<file path="src/rtl/pixel_adc_readout.sv">
// Pixel ADC readout: follows the sequencer phase strobes, drives bias/ramp/DAC code,
// scans the pixel select during READ and queues captured values into a small FIFO.
module pixel_adc_readout #(
    parameter int N_PIX      = 4,
    parameter int DATA_W     = 8,
    parameter int FIFO_DEPTH = 4,
    parameter int IDX_W      = $clog2(N_PIX)
) (
    input  logic              clk,
    input  logic              reset,
    input  logic              erase,
    input  logic              expose,
    input  logic              convert,
    input  logic              read,
    output logic              bias_en,
    output logic              ramp_en,
    output logic [DATA_W-1:0] dac_code,
    output logic [IDX_W-1:0]  pix_sel,
    input  logic [DATA_W-1:0] pix_data,
    output logic [DATA_W-1:0] out_data,
    output logic [IDX_W-1:0]  out_idx,
    output logic              out_valid,
    input  logic              out_ready,
    output logic              frame_done,
    output logic              overflow
);

    localparam int PTR_W = $clog2(FIFO_DEPTH);
    localparam int CNT_W = PTR_W + 1;

    typedef enum logic [1:0] {
        S_IDLE    = 2'd0,
        S_EXPOSE  = 2'd1,
        S_CONVERT = 2'd2,
        S_READ    = 2'd3
    } state_t;

    state_t              state_q, state_d;
    logic                bias_en_q, bias_en_d;
    logic                ramp_en_q, ramp_en_d;
    logic [DATA_W-1:0]   dac_code_q, dac_code_d;
    logic [IDX_W-1:0]    pix_sel_q, pix_sel_d;
    logic                frame_done_q, frame_done_d;
    logic                overflow_q, overflow_d;

    logic [DATA_W-1:0]   mem_data_q [FIFO_DEPTH];
    logic [IDX_W-1:0]    mem_idx_q  [FIFO_DEPTH];
    logic [PTR_W-1:0]    wr_ptr_q, wr_ptr_d;
    logic [PTR_W-1:0]    rd_ptr_q, rd_ptr_d;
    logic [CNT_W-1:0]    count_q, count_d;

    logic                push_req_s;
    logic                push_ok_s;
    logic                pop_s;
    logic                last_s;
    logic                full_s;

    // Phase FSM, DAC ramp, pixel scan and FIFO bookkeeping (next-state logic)
    always_comb begin
        state_d      = state_q;
        bias_en_d    = 1'b0;
        ramp_en_d    = 1'b0;
        dac_code_d   = {DATA_W{1'b0}};
        pix_sel_d    = {IDX_W{1'b0}};
        wr_ptr_d     = wr_ptr_q;
        rd_ptr_d     = rd_ptr_q;
        count_d      = count_q;

        // erase also suppresses the capture, since the frame is being abandoned
        push_req_s   = (state_q == S_READ) && read && !erase;
        last_s       = push_req_s && (pix_sel_q == IDX_W'(N_PIX - 1));
        full_s       = (count_q == CNT_W'(FIFO_DEPTH));
        pop_s        = (count_q != {CNT_W{1'b0}}) && out_ready;
        push_ok_s    = push_req_s && (!full_s || pop_s);
        frame_done_d = last_s;
        overflow_d   = overflow_q || (push_req_s && !push_ok_s);

        if (erase) begin
            state_d = S_IDLE;
        end else begin
            case (state_q)
                S_IDLE: begin
                    if (expose) state_d = S_EXPOSE;
                    else        state_d = S_IDLE;
                end
                S_EXPOSE: begin
                    if (convert) state_d = S_CONVERT;
                    else         state_d = S_EXPOSE;
                end
                S_CONVERT: begin
                    if (read) state_d = S_READ;
                    else      state_d = S_CONVERT;
                end
                S_READ: begin
                    if (!read || last_s) state_d = S_IDLE;
                    else                 state_d = S_READ;
                end
                default: state_d = S_IDLE;
            endcase
        end

        bias_en_d = (state_d == S_EXPOSE);
        ramp_en_d = (state_d == S_CONVERT);

        if ((state_d == S_CONVERT) && (state_q == S_CONVERT)) begin
            if (dac_code_q != {DATA_W{1'b1}}) dac_code_d = dac_code_q + DATA_W'(1);
            else                              dac_code_d = dac_code_q;
        end else begin
            dac_code_d = {DATA_W{1'b0}};
        end

        if ((state_d == S_READ) && (state_q == S_READ)) begin
            pix_sel_d = pix_sel_q + IDX_W'(1);
        end else begin
            pix_sel_d = {IDX_W{1'b0}};
        end

        if (push_ok_s) wr_ptr_d = wr_ptr_q + PTR_W'(1);
        else           wr_ptr_d = wr_ptr_q;

        if (pop_s) rd_ptr_d = rd_ptr_q + PTR_W'(1);
        else       rd_ptr_d = rd_ptr_q;

        case ({push_ok_s, pop_s})
            2'b10:   count_d = count_q + CNT_W'(1);
            2'b01:   count_d = count_q - CNT_W'(1);
            default: count_d = count_q;
        endcase
    end

    // Control and status registers
    always_ff @(posedge clk or posedge reset) begin
        if (reset) begin
            state_q      <= S_IDLE;
            bias_en_q    <= 1'b0;
            ramp_en_q    <= 1'b0;
            dac_code_q   <= {DATA_W{1'b0}};
            pix_sel_q    <= {IDX_W{1'b0}};
            frame_done_q <= 1'b0;
            overflow_q   <= 1'b0;
            wr_ptr_q     <= {PTR_W{1'b0}};
            rd_ptr_q     <= {PTR_W{1'b0}};
            count_q      <= {CNT_W{1'b0}};
        end else begin
            state_q      <= state_d;
            bias_en_q    <= bias_en_d;
            ramp_en_q    <= ramp_en_d;
            dac_code_q   <= dac_code_d;
            pix_sel_q    <= pix_sel_d;
            frame_done_q <= frame_done_d;
            overflow_q   <= overflow_d;
            wr_ptr_q     <= wr_ptr_d;
            rd_ptr_q     <= rd_ptr_d;
            count_q      <= count_d;
        end
    end

    // FIFO storage; a full-and-popping write lands in the slot being vacated
    always_ff @(posedge clk or posedge reset) begin
        if (reset) begin
            for (int i = 0; i < FIFO_DEPTH; i++) begin
                mem_data_q[i] <= {DATA_W{1'b0}};
                mem_idx_q[i]  <= {IDX_W{1'b0}};
            end
        end else if (push_ok_s) begin
            mem_data_q[wr_ptr_q] <= pix_data;
            mem_idx_q[wr_ptr_q]  <= pix_sel_q;
        end
    end

    assign bias_en    = bias_en_q;
    assign ramp_en    = ramp_en_q;
    assign dac_code   = dac_code_q;
    assign pix_sel    = pix_sel_q;
    assign frame_done = frame_done_q;
    assign overflow   = overflow_q;
    assign out_valid  = (count_q != {CNT_W{1'b0}});
    assign out_data   = mem_data_q[rd_ptr_q];
    assign out_idx    = mem_idx_q[rd_ptr_q];

endmodule

</file>
<file path="config.mk">
export PLATFORM = sky130hd
export DESIGN_NAME = pixel_adc_readout
export DESIGN_NICKNAME = d
export VERILOG_FILES = /design/src/rtl/pixel_adc_readout.sv
export SDC_FILE = /design/constraint.sdc
export NUM_CORES = 1
export LEC_CHECK = 0
export BUFFER_PORTS_ARGS = -buffer_cell sky130_fd_sc_hd__buf_2
export CAP_MARGIN = 20
export CORE_AREA = 5 5 85 87
export DETAILED_ROUTE_END_ITERATION = 12
export DIE_AREA = 0 0 90 92
export PLACE_DENSITY = 0.77
export SYNTH_ARGS = -nofsm -noshare
export SYNTH_HDL_FRONTEND = slang
export SYNTH_SLANG_ARGS = --single-unit
</file>
<file path="constraint.sdc">
create_clock -name clk -period 2.4 [get_ports clk]
set_input_delay 0.48 -clock clk [delete_from_list [all_inputs] [get_ports clk]]
set_output_delay 0.48 -clock clk [all_outputs]
set_load 0.1 [all_outputs]
</file>
==> results.json <==
{
  "fill_cells": 510,
  "min_period_ns": 2.27,
  "synth_simple_gate_area_share_pct": 11.2,
  "ioPinCount": 40,
  "drive_gt1_share_pct": 45.7,
  "worst_setup_path_start_kind": "register",
  "path_cells": "mux4_2 -> buf_2",
  "antenna_found_initial": 0,
  "hold_ws_ns": 0.174,
  "finalHoldViolations": 0,
  "core_area_sq_um": 6280,
  "wl_mm": 5.75,
  "final_cells": 335,
  "setup_tns_ns": 0,
  "synth_area_leaders": "dfrtp_1 (51%), mux2_4 (20%), mux4_2 (7.3%)",
  "worstSkewPairLatency_ns": 0.35,
  "worstHoldPathType": "input port to asynchronous set/reset pin",
  "rr_worst_depth": 9,
  "cts_sinks": 63,
  "worst_clock_skew_ns": 0.0142,
  "post-place-ws_ns": 0.186,
  "drt_first_pass_iters": 4,
  "area_growth_pct": 17.9,
  "dpl.cell_count": 319,
  "slowest_delay_ns": 0.71,
  "ys_seq_elements": 63,
  "grt_pass1_wl_mm": 9.87,
  "critPathArrivalTime_ns": 1.79,
  "synth-compound-area-share_pct": 2.44,
  "cts_buffer_depth": 2,
  "p_sw_mw": 1.07,
  "finalPower_mw": 3.19,
  "setup_viol": 0,
  "r2r-start": "count_q[0]$_DFFE_PP0P_",
  "ys_types": 34,
  "cts_setup_buffers": 0,
  "drt-vias-per-instance": 5.19,
  "critPathTopFamily": "flip-flops",
  "max-cap-violations": 0,
  "drtIter0Drc": 47,
  "fp.dieW_um": 90,
  "power.internal_mw": 2.12,
  "postCtsHoldBufs": 0,
  "max_freq_mhz": 440,
  "rsz0062_at_grt": "no",
  "cp.buffers_inverters": 1,
  "leakage_nw": 1.93,
  "die_h_um": 92,
  "reg2reg_slack_ns": 0.32,
  "place_hpwl_mm": 3.79,
  "grt_pass1_vias": 1929,
  "cp_max_fo": 11,
  "post_cts_resized": 0,
  "synth_adder_area_share_pct": 3.50,
  "track_usage_pct": 15.1,
  "synth_warnings": 0,
  "port_buffers": 39,
  "ys_seq_area_share_pct": 51.3,
  "start_util_pct": 49.0,
  "grt_start_max_net_pins": 64,
  "gp_congestion": 0.770,
  "synth_top_area_cell": "dfrtp_1",
  "layout.nets": 276,
  "cts.clk_slew.worst_paths_ns": 0.08,
  "setup_ws_ns": 0.129,
  "cp-end-kind": "output port",
  "pwr-share-clk_pct": 32.4,
  "rows": 29,
  "drc": 0,
  "drt-wirelength-per-cell_um": 17.2,
  "vdd_drop_max_v": 0.000511,
  "avgSynthCellArea_sq_um": 15.3,
  "numCtsBuffers": 9,
  "pwr-share-comb_pct": 26.7,
  "period_share_pct": 94.6,
  "crit_path_end": "out_data[3]",
  "crit_start": "rd_ptr_q[1]$_DFFE_PP0P_",
  "overflow": 0,
  "pwr-share-seq_pct": 40.9,
  "synth_mux_area_share_pct": 27.9,
  "swShare_pct": 33.6,
  "syn_inst": 201,
  "maxSlewHeadroom_pct": 61.9,
  "die_area_sq_um": 8280,
  "synth_xor_area_share_pct": 2.00,
  "status": "finished, final reports clean",
  "critPathSlowestCell": "dfrtp_1",
  "vias": 1737,
  "utilization_pct": 57.7,
  "antenna_cells": 0,
  "syn_nets": 224,
  "finalMaxSlewViolations": 0,
  "tightest_slew_ns": 0.572,
  "cp.depth": 2,
  "cp.required_ns": 1.92,
  "pwr_density_cell_nw_per_um2": 882,
  "h-tree-depth": 3,
  "syn_area_sq_um": 3070,
  "path_class": "register to output port",
  "final_area_sq_um": 3620,
  "root_buffer": "clkbuf_8",
  "dpl_cell_area_sq_um": 3400,
  "antenna_left": 0,
  "synth_top_area_share_pct": 51.3,
  "reg2reg_to": "count_q[2]$_DFFE_PP0P_",
  "cts_tree": "done",
  "synth_top_family_by_area": "multiplexers"
}
cells by family (layout without fill, tap and decap cells):
kind of cell               Yosys count  in the layout
buffers and inverters               14             71
xor gates and xnor gates             7              7
DFF                                 63             63
and+or+nand+nor                     45             45
adders and majority gates            8              8
AOI/OAI and AO/OA                   11             11
muxes                               53             53
synth_stat cells:
library cell,number
xor2_1,4
o21ai_0,3
a31oi_1,2
mux2_4,40
mux2i_1,3
nand2_8,4
nor2_1,11
nand4_1,2
nor2_8,1
nor2b_1,3
nor3_1,6
nor4b_4,1
or3_1,1
xnor2_1,3
and4_1,1
a21o_1,1
fa_1,1
mux4_2,10
nand2_1,4
o21a_1,1
dfrtp_1,63
buf_2,1
a2111oi_2,1
nand3_1,3
inv_1,12
nand3b_1,1
clkbuf_1,1
and3b_1,1
ha_1,7
and3_1,4
and2_1,1
nand4b_4,1
a21oi_1,2
a211oi_1,1
how the worst min path moves through the flow:
stage                            from                          to  slack (ns)
2_1_floorplan  count_q[2]$_DFFE_PP0P_      count_q[2]$_DFFE_PP0P_        0.46
3_3_place_gp       overflow$_DFF_PP0_          overflow$_DFF_PP0_        0.44
3_5_place_dp       overflow$_DFF_PP0_          overflow$_DFF_PP0_        0.44
4_1_cts                         reset   mem_data_q[7]$_DFFE_PP0P_        0.20
5_1_grt                         reset  mem_data_q[23]$_DFFE_PP0P_        0.20
6_report                        reset  mem_data_q[23]$_DFFE_PP0P_        0.17
metal layers:
layer | wire [um] | track usage [%]
met5 | 0 | 0
met1 | 2810 | 20.2
met4 | 68 | 4.22
met2 | 2540 | 22.7
met3 | 336 | 6.14
cell usage in the layout (no fill, tap or decap), drive strengths merged, types with 2 or more instances in the layout:
master	n
dfrtp	63
buf	43
mux2	40
inv	12
nor2	12
clkbuf	11
mux4	10
nand2	8
ha	7
nor3	6
and3	4
xor2	4
o21ai	3
nand3	3
xnor2	3
mux2i	3
nor2b	3
a31oi	2
nand4	2
a21oi	2
bufinv	2
clkinv	2
tightest hold or removal path: cells and delay by family:
kind	cells	cell delay, ns
buffers and inverters	3	0.45
sequential cells by signal (all words and copies together) (netlist names):
| signal | cells |
|---|---|
| frame_done | 1 |
| pix_sel | 2 |
| mem_data_q | 32 |
| count_q | 3 |
| bias_en | 1 |
| state_q | 2 |
| rd_ptr_q | 2 |
| dac_code | 8 |
| ramp_en | 1 |
| wr_ptr_q | 2 |
| mem_idx_q | 8 |
| overflow | 1 |
area by class of cell:
cell class | instances | area, sq um | share of cell area (%)
sequential | 63 | 1580 | 43.5
inverter | 12 | 45.0 | 1.24
clock buffer | 11 | 141 | 3.90
clock inverter | 5 | 81.3 | 2.25
timing repair buffer | 43 | 238 | 6.56
tap | 77 | 96.3 | 2.66
multi-input combinational | 124 | 1440 | 39.9
power groups by stage:
stage / registers [mW] / clock network, mW / logic, mW
2_1_floorplan: 1.31 / 0 / 0.708
3_3_place_gp: 1.32 / 0 / 0.842
3_5_place_dp: 1.33 / 0 / 0.862
4_1_cts: 1.31 / 1.06 / 0.867
5_1_grt: 1.33 / 1.11 / 0.913
6_report: 1.31 / 1.04 / 0.852
No activity file was read; power rests on OpenSTA's default activity.
